`config.mk`:
```
export PLATFORM = sky130hd
export DESIGN_NAME = alu_issue_ctrl
export DESIGN_NICKNAME = d
export VERILOG_FILES = /design/src/rtl/alu_issue_ctrl.sv
export SDC_FILE = /design/constraint.sdc
export NUM_CORES = 1
export LEC_CHECK = 0
export ABC_AREA = 1
export CORE_AREA = 8 8 125 127
export DETAILED_ROUTE_END_ITERATION = 8
export DIE_AREA = 0 0 133 135
export GPL_ROUTABILITY_DRIVEN = 0
export GPL_TIMING_DRIVEN = 0
export PLACE_DENSITY_LB_ADDON = 0.2
export SYNTH_ARGS = -nofsm -noshare
export SYNTH_HDL_FRONTEND = slang
export SYNTH_SLANG_ARGS = --single-unit
```
`constraint.sdc`:
```
create_clock -name clk -period 1.48 [get_ports clk]
set_input_delay 0.222 -clock clk [delete_from_list [all_inputs] [get_ports clk]]
set_output_delay 0.222 -clock clk [all_outputs]
set_load 0.01 [all_outputs]
```
`src/rtl/alu_issue_ctrl.sv`:
```
// alu_issue_ctrl: issue-side sequencer for the combinational ALU (operand hold, result capture, write-back handshake).
// Optional compare flags (flag_c/flag_s/flag_z) are built only when P32_ALU_FLAGS_EN is defined.
`ifndef ALU_OPCODE
`define ALU_OPCODE [3:0]
`endif
`ifndef WORD
`define WORD [31:0]
`endif

module alu_issue_ctrl #(
    parameter int LONG_LAT = 4,
    parameter int RD_W     = 5
) (
    input  logic             clk,
    input  logic             rst,
    input  logic             issue_valid,
    output logic             issue_ready,
    input  logic `ALU_OPCODE issue_com,
    input  logic `WORD       issue_a,
    input  logic `WORD       issue_b,
    input  logic [RD_W-1:0]  issue_rd,
    output logic `ALU_OPCODE alu_com,
    output logic `WORD       alu_in0,
    output logic `WORD       alu_in1,
    input  logic `WORD       alu_out,
    output logic             wb_valid,
    input  logic             wb_ready,
    output logic `WORD       wb_data,
    output logic [RD_W-1:0]  wb_rd,
    output logic             wb_we,
    output logic             err_div0,
`ifdef P32_ALU_FLAGS_EN
    output logic             flag_c,
    output logic             flag_s,
    output logic             flag_z,
    output logic             err_op
`else
    output logic             err_op
`endif
);

    localparam logic [3:0] OP_ADD = 4'd0;
    localparam logic [3:0] OP_SUB = 4'd1;
    localparam logic [3:0] OP_MUL = 4'd2;
    localparam logic [3:0] OP_DIV = 4'd3;
    localparam logic [3:0] OP_MOD = 4'd4;
    localparam logic [3:0] OP_AND = 4'd5;
    localparam logic [3:0] OP_OR  = 4'd6;
    localparam logic [3:0] OP_XOR = 4'd7;
    localparam logic [3:0] OP_SHL = 4'd8;
    localparam logic [3:0] OP_SHR = 4'd9;
    localparam logic [3:0] OP_CMP = 4'd10;
    localparam logic [3:0] OP_CGE = 4'd11;
    localparam logic [3:0] OP_CGT = 4'd12;

    localparam int CNT_W = (LONG_LAT > 1) ? $clog2(LONG_LAT) : 1;

    typedef enum logic [1:0] {
        S_IDLE = 2'd0,
        S_EXEC = 2'd1,
        S_DONE = 2'd2
    } state_t;

    function automatic logic is_div(input logic [3:0] c);
        return (c == OP_DIV) || (c == OP_MOD);
    endfunction

    function automatic logic is_long(input logic [3:0] c);
        return (c == OP_MUL) || is_div(c);
    endfunction

    function automatic logic is_shift(input logic [3:0] c);
        return (c == OP_SHL) || (c == OP_SHR);
    endfunction

    function automatic logic is_cmp(input logic [3:0] c);
        return (c == OP_CMP) || (c == OP_CGE) || (c == OP_CGT);
    endfunction

    function automatic logic is_known(input logic [3:0] c);
        return (c <= OP_CGT);
    endfunction

    state_t            state_q, state_d;
    logic [CNT_W-1:0]  cnt_q, cnt_d;
    logic [3:0]        com_q, com_d;
    logic [31:0]       in0_q, in0_d;
    logic [31:0]       in1_q, in1_d;
    logic [31:0]       data_q, data_d;
    logic [RD_W-1:0]   rd_q, rd_d;
    logic              we_q, we_d;
    logic              div0_q, div0_d;
    logic              eop_q, eop_d;
    logic              accept;
    logic              capture;
    logic              b_zero;

    assign issue_ready = !rst && ((state_q == S_IDLE) || ((state_q == S_DONE) && wb_ready));
    assign accept      = issue_valid && issue_ready;
    assign capture     = (state_q == S_EXEC) && (cnt_q == '0);
    assign b_zero      = (issue_b == 32'd0);

    always_comb begin
        state_d = state_q;
        cnt_d   = cnt_q;
        com_d   = com_q;
        in0_d   = in0_q;
        in1_d   = in1_q;
        data_d  = data_q;
        rd_d    = rd_q;
        we_d    = we_q;
        div0_d  = div0_q;
        eop_d   = eop_q;

        case (state_q)
            S_IDLE: begin
                if (accept) begin
                    state_d = S_EXEC;
                end
            end
            S_EXEC: begin
                if (cnt_q == '0) begin
                    state_d = S_DONE;
                end else begin
                    cnt_d = cnt_q - 1'b1;
                end
            end
            S_DONE: begin
                if (wb_ready) begin
                    state_d = accept ? S_EXEC : S_IDLE;
                end
            end
            default: state_d = S_IDLE;
        endcase

        // Result selection: ALU output is only trusted for ops that write the register file.
        if (capture) begin
            data_d = '0;
            we_d   = 1'b0;
            div0_d = 1'b0;
            eop_d  = 1'b0;
            if (!is_known(com_q)) begin
                eop_d = 1'b1;
            end else if (is_cmp(com_q)) begin
                data_d = '0;
            end else if (is_div(com_q) && (in1_q == 32'd0)) begin
                data_d = (com_q == OP_DIV) ? 32'hFFFF_FFFF : in0_q;
                div0_d = 1'b1;
            end else begin
                data_d = alu_out;
                we_d   = 1'b1;
            end
        end

        if (accept) begin
            com_d = issue_com;
            in0_d = issue_a;
            in1_d = is_shift(issue_com) ? {27'b0, issue_b[4:0]} : issue_b;
            rd_d  = issue_rd;
            // Divide by zero never waits on the ALU, so it takes the short path.
            cnt_d = (is_long(issue_com) && !(is_div(issue_com) && b_zero))
                    ? CNT_W'(LONG_LAT - 1) : '0;
        end
    end

    always_ff @(posedge clk) begin
        if (rst) begin
            state_q <= S_IDLE;
            cnt_q   <= '0;
            com_q   <= '0;
            in0_q   <= '0;
            in1_q   <= '0;
            data_q  <= '0;
            rd_q    <= '0;
            we_q    <= 1'b0;
            div0_q  <= 1'b0;
            eop_q   <= 1'b0;
        end else begin
            state_q <= state_d;
            cnt_q   <= cnt_d;
            com_q   <= com_d;
            in0_q   <= in0_d;
            in1_q   <= in1_d;
            data_q  <= data_d;
            rd_q    <= rd_d;
            we_q    <= we_d;
            div0_q  <= div0_d;
            eop_q   <= eop_d;
        end
    end

    assign alu_com  = com_q;
    assign alu_in0  = in0_q;
    assign alu_in1  = in1_q;
    assign wb_valid = (state_q == S_DONE);
    assign wb_data  = data_q;
    assign wb_rd    = rd_q;
    assign wb_we    = we_q;
    assign err_div0 = div0_q;
    assign err_op   = eop_q;

`ifdef P32_ALU_FLAGS_EN
    // Flags packed as {c, s, z}; unsigned compare of the held operands.
    function automatic logic [2:0] cmp_flags(input logic [3:0] c, input logic [31:0] a,
                                             input logic [31:0] b);
        logic [2:0] f;
        f = 3'b000;
        case (c)
            OP_CMP:  f = (a == b) ? 3'b001 : 3'b000;
            OP_CGE:  f = (a >= b) ? 3'b101 : 3'b010;
            OP_CGT:  f = (a > b)  ? 3'b100 : 3'b011;
            default: f = 3'b000;
        endcase
        return f;
    endfunction

    logic [2:0] flags_q, flags_d;

    always_comb begin
        flags_d = flags_q;
        if (capture && is_cmp(com_q)) begin
            flags_d = cmp_flags(com_q, in0_q, in1_q);
        end
    end

    always_ff @(posedge clk) begin
        if (rst) begin
            flags_q <= 3'b000;
        end else begin
            flags_q <= flags_d;
        end
    end

    assign flag_c = flags_q[2];
    assign flag_s = flags_q[1];
    assign flag_z = flags_q[0];
`endif

endmodule

```
==> results.sh <==
export IMPL_worst_path_buf_inv=2
export IMPL_slowest_delay_ns=0.33
export IMPL_clk_latency_ns=0.35
export IMPL_die_area_mm2=0.0180
export IMPL_wl_per_cell_um=15.9
export IMPL_synthCells=766
export IMPL_post_place_ws_ns=-0.672
export IMPL_worstPathRequired_ns=1.71
export IMPL_grt_pass1_wl_mm=29.2
export IMPL_total_power_mw=7.76
export IMPL_fin_ws_ns=-0.0890
export IMPL_io_buffers=218
export IMPL_layout_drive_gt1_share_pct=14.7
export IMPL_synthArstFlopShare_pct=0
export IMPL_hold_slack_ns=0.413
export IMPL_hold_buffers=0
export IMPL_multi_input_area_mm2=0.00248
export IMPL_cp_slowest_cell="dfxtp_2"
export IMPL_drc_errors=0
export IMPL_seqCellArea_mm2=0.00227
export IMPL_clockBufferDepth=2
export IMPL_syn_area_mm2=0.00519
export IMPL_r2r_cells=12
export IMPL_synthTopCellsByArea="dfxtp_1 (43%), nand2_1 (13%), nor2_1 (9.0%)"
export IMPL_max_vdd_ir_drop_uv=491
export IMPL_ys_seq_elements=112
export IMPL_viasPerCell=4.75
export IMPL_setup_viol=17
export IMPL_cts_tree="built"
export IMPL_post_route_period_util_pct=106
export IMPL_area_delta_synth_final_pct=64.1
export IMPL_fin_nets=1129
export IMPL_vias=5724
export IMPL_hpwlAfterDp_mm=14.0
export IMPL_reg2reg_to="wb_data[8]$_SDFFE_PP0P_"
export IMPL_status="complete, but fails checks"
export IMPL_die_x_um=133
export IMPL_r2r_slack_ns=-0.09
export IMPL_path_cells="nor2_1 -> nand2_1 -> nor2_1 -> nand2_1 -> nor2_2 -> nand2_2 -> nand2_4 -> buf_12 -> buf_8 -> nor2_2 -> nor2_2 -> nor2_1"
export IMPL_cellLeakagePower_nw=4.68
export IMPL_violations="negative setup slack"
export IMPL_post_route_min_period_ns=1.57
export IMPL_grt_pass1_vias=5588
export IMPL_critPathLaunchType="flop"
export IMPL_synth_net_count=876
export IMPL_startpoint="alu_in1[6]$_SDFFE_PP0P_"
export IMPL_synth_area_per_cell_um2=6.77
export IMPL_fill_cells=1272
export IMPL_die_h_um=135
export IMPL_grt_max_degree=17
export IMPL_io_pin_count=219
export IMPL_grtUsageTotal_pct=20.3
export IMPL_rr_startpoint="alu_in1[6]$_SDFFE_PP0P_"
export IMPL_synthTopCellsByCount="nand2_1 (179), nor2_1 (124), dfxtp_1 (112)"
export IMPL_synth_top_cell_by_area="dfxtp_1"
export IMPL_crit_path_end_kind="flop"
export IMPL_path_delay_family="simple AND/OR/NAND/NOR gates"
export IMPL_fmax_mhz=637
export IMPL_cts_max_level=3
export IMPL_cts_buffers=9
export IMPL_slew_headroom_pct=57.6
export IMPL_ys_flop_type="dfxtp_1"
export IMPL_initial_core_util_pct=38.1
export IMPL_clock_sinks=112
export IMPL_path_max_fanout=5
export IMPL_diodes=0
export IMPL_clock_skew_ns=0.00847
export IMPL_path_clk_slew_ns=0.07
export IMPL_pwr_density_cell_mw_per_mm2=912
export IMPL_drv_slew=0
export IMPL_coreArea_mm2=0.0136
export IMPL_synth_top_area_share_pct=43.2
export IMPL_final_hold_viol_count=0
export IMPL_antenna_found_initial=0
export IMPL_cp_depth=12
export IMPL_yosysWarnings=0
export IMPL_root_buffer="clkbuf_16"
export IMPL_path_class="flop to flop"
export IMPL_worstMarginPinSlew_ns=0.636
export IMPL_synth_most_common_cell="nand2_1"
export IMPL_drt_total_wl_mm=19.1
export IMPL_crit_arrival_ns=1.80
export IMPL_rsz0062_at_grt="true"
export IMPL_first_pass_iters=9
export IMPL_first_iter_violations=289
export IMPL_ys_seq_area_share_pct=43.2
export IMPL_gr_total_overflow=0
export IMPL_num_rows=43
export IMPL_synth_distinct_cells=23
export IMPL_critPathCapture="wb_data[8]$_SDFFE_PP0P_"
export IMPL_min_path_type="primary input to flop"
export IMPL_ant_nets=0
export IMPL_drv_cap=0
export IMPL_synth_edf_count=0
-- cell type report --
type / instances / share of cell area (%)
repair buffers: 243 / 29.4
multi-input cells: 520 / 29.2
flip-flops and latches: 112 / 26.7
plain buffers: 48 / 4.51
inverters: 85 / 3.89
clock buffers: 13 / 2.94
well taps: 180 / 2.65
clock inverters: 3 / 0.764
-- placed cells by master (no fill, tap or decap), types with 8 or more instances in the layout --
cell type and count:
dfxtp_1 97, clkbuf_16 13, nor2_1 106, nand2_1 176, buf_6 14, nand3_1 47
buf_8 8, clkbuf_1 10, o21ai_0 40, dfxtp_2 11, clkdlybuf4s50_1 115, inv_1 78
clkbuf_2 9, nor2_2 31, buf_4 16, dlygate4sd2_1 61, nand4_1 34, dlymetal6s2s_1 40
a21oi_1 62
-- metrics by stage --
stage               cell area, µm²  util (%)  std cells  TNS, ns
floorplan                     5190         -        766        0
global placement              7590      55.8       1164   -56.04
detailed placement            7590      55.8       1164   -57.43
CTS                           8100      59.5       1194    -1.61
global route                  8510      62.5       1204    -4.56
finish                        8510      62.5       1204   -0.762
-- flip-flops by register name (all words and copies together) (netlist names) --
signal	count
wb_rd	5
state_q	2
alu_in0	32
alu_in1	32
wb_we	1
err_op	1
wb_data	32
err_div0	1
cnt_q	2
alu_com	4
-- worst reg2reg max path: cells and delay by family, from the launching register on --
family,cells,cell delay [ns]
AND/OR/NAND/NOR,10,0.88
buffers and inverters,2,0.23
flip-flops,1,0.33
-- kinds of logic after synthesis --
kind of cell	after synthesis	synth area share, %
fa+ha+maj	1	0.241
compound gates	106	10.3
flops	112	43.2
simple gates	413	34.8
buf+inv	134	11.4
-- power by group --
part / switching (mW) / internal (mW)
logic: 0.902 / 0.910
registers: 0.110 / 3.19
clock network: 1.12 / 1.53
total: 2.13 / 5.64
-- metal layers --
metal | global-route usage (%) | vias to the layer above | routed length, µm
met4 | 6.94 | 0 | 281
met1 | 23.9 | 2592 | 8100
met3 | 7.06 | 15 | 1660
met2 | 33.6 | 191 | 9110
met5 | 0 | - | 0
li1 | - | 2926 | -
-- worst min path at each step --
stage	startpoint	end	slack, ns	cells past startpoint
6_report	issue_rd[4]	wb_rd[4]$_SDFFE_PP0P_	0.41	3
3_3_place_gp	err_op$_SDFFE_PP0P_	err_op$_SDFFE_PP0P_	0.44	2
3_5_place_dp	err_op$_SDFFE_PP0P_	err_op$_SDFFE_PP0P_	0.45	2
4_1_cts	issue_rd[4]	wb_rd[4]$_SDFFE_PP0P_	0.40	3
5_1_grt	issue_rd[4]	wb_rd[4]$_SDFFE_PP0P_	0.43	3
2_1_floorplan	issue_rd[0]	wb_rd[0]$_SDFFE_PP0P_	0.33	2
-- what timing repair did --
action / in CTS / in global routing
gates resized for setup: 119 / 108
setup endpoints to repair: 176 / 117
gates cloned: 4 / 5
buffers inserted: 11 / 6
pin swaps: 4 / 21
No activity file was read; power rests on OpenSTA's default activity.
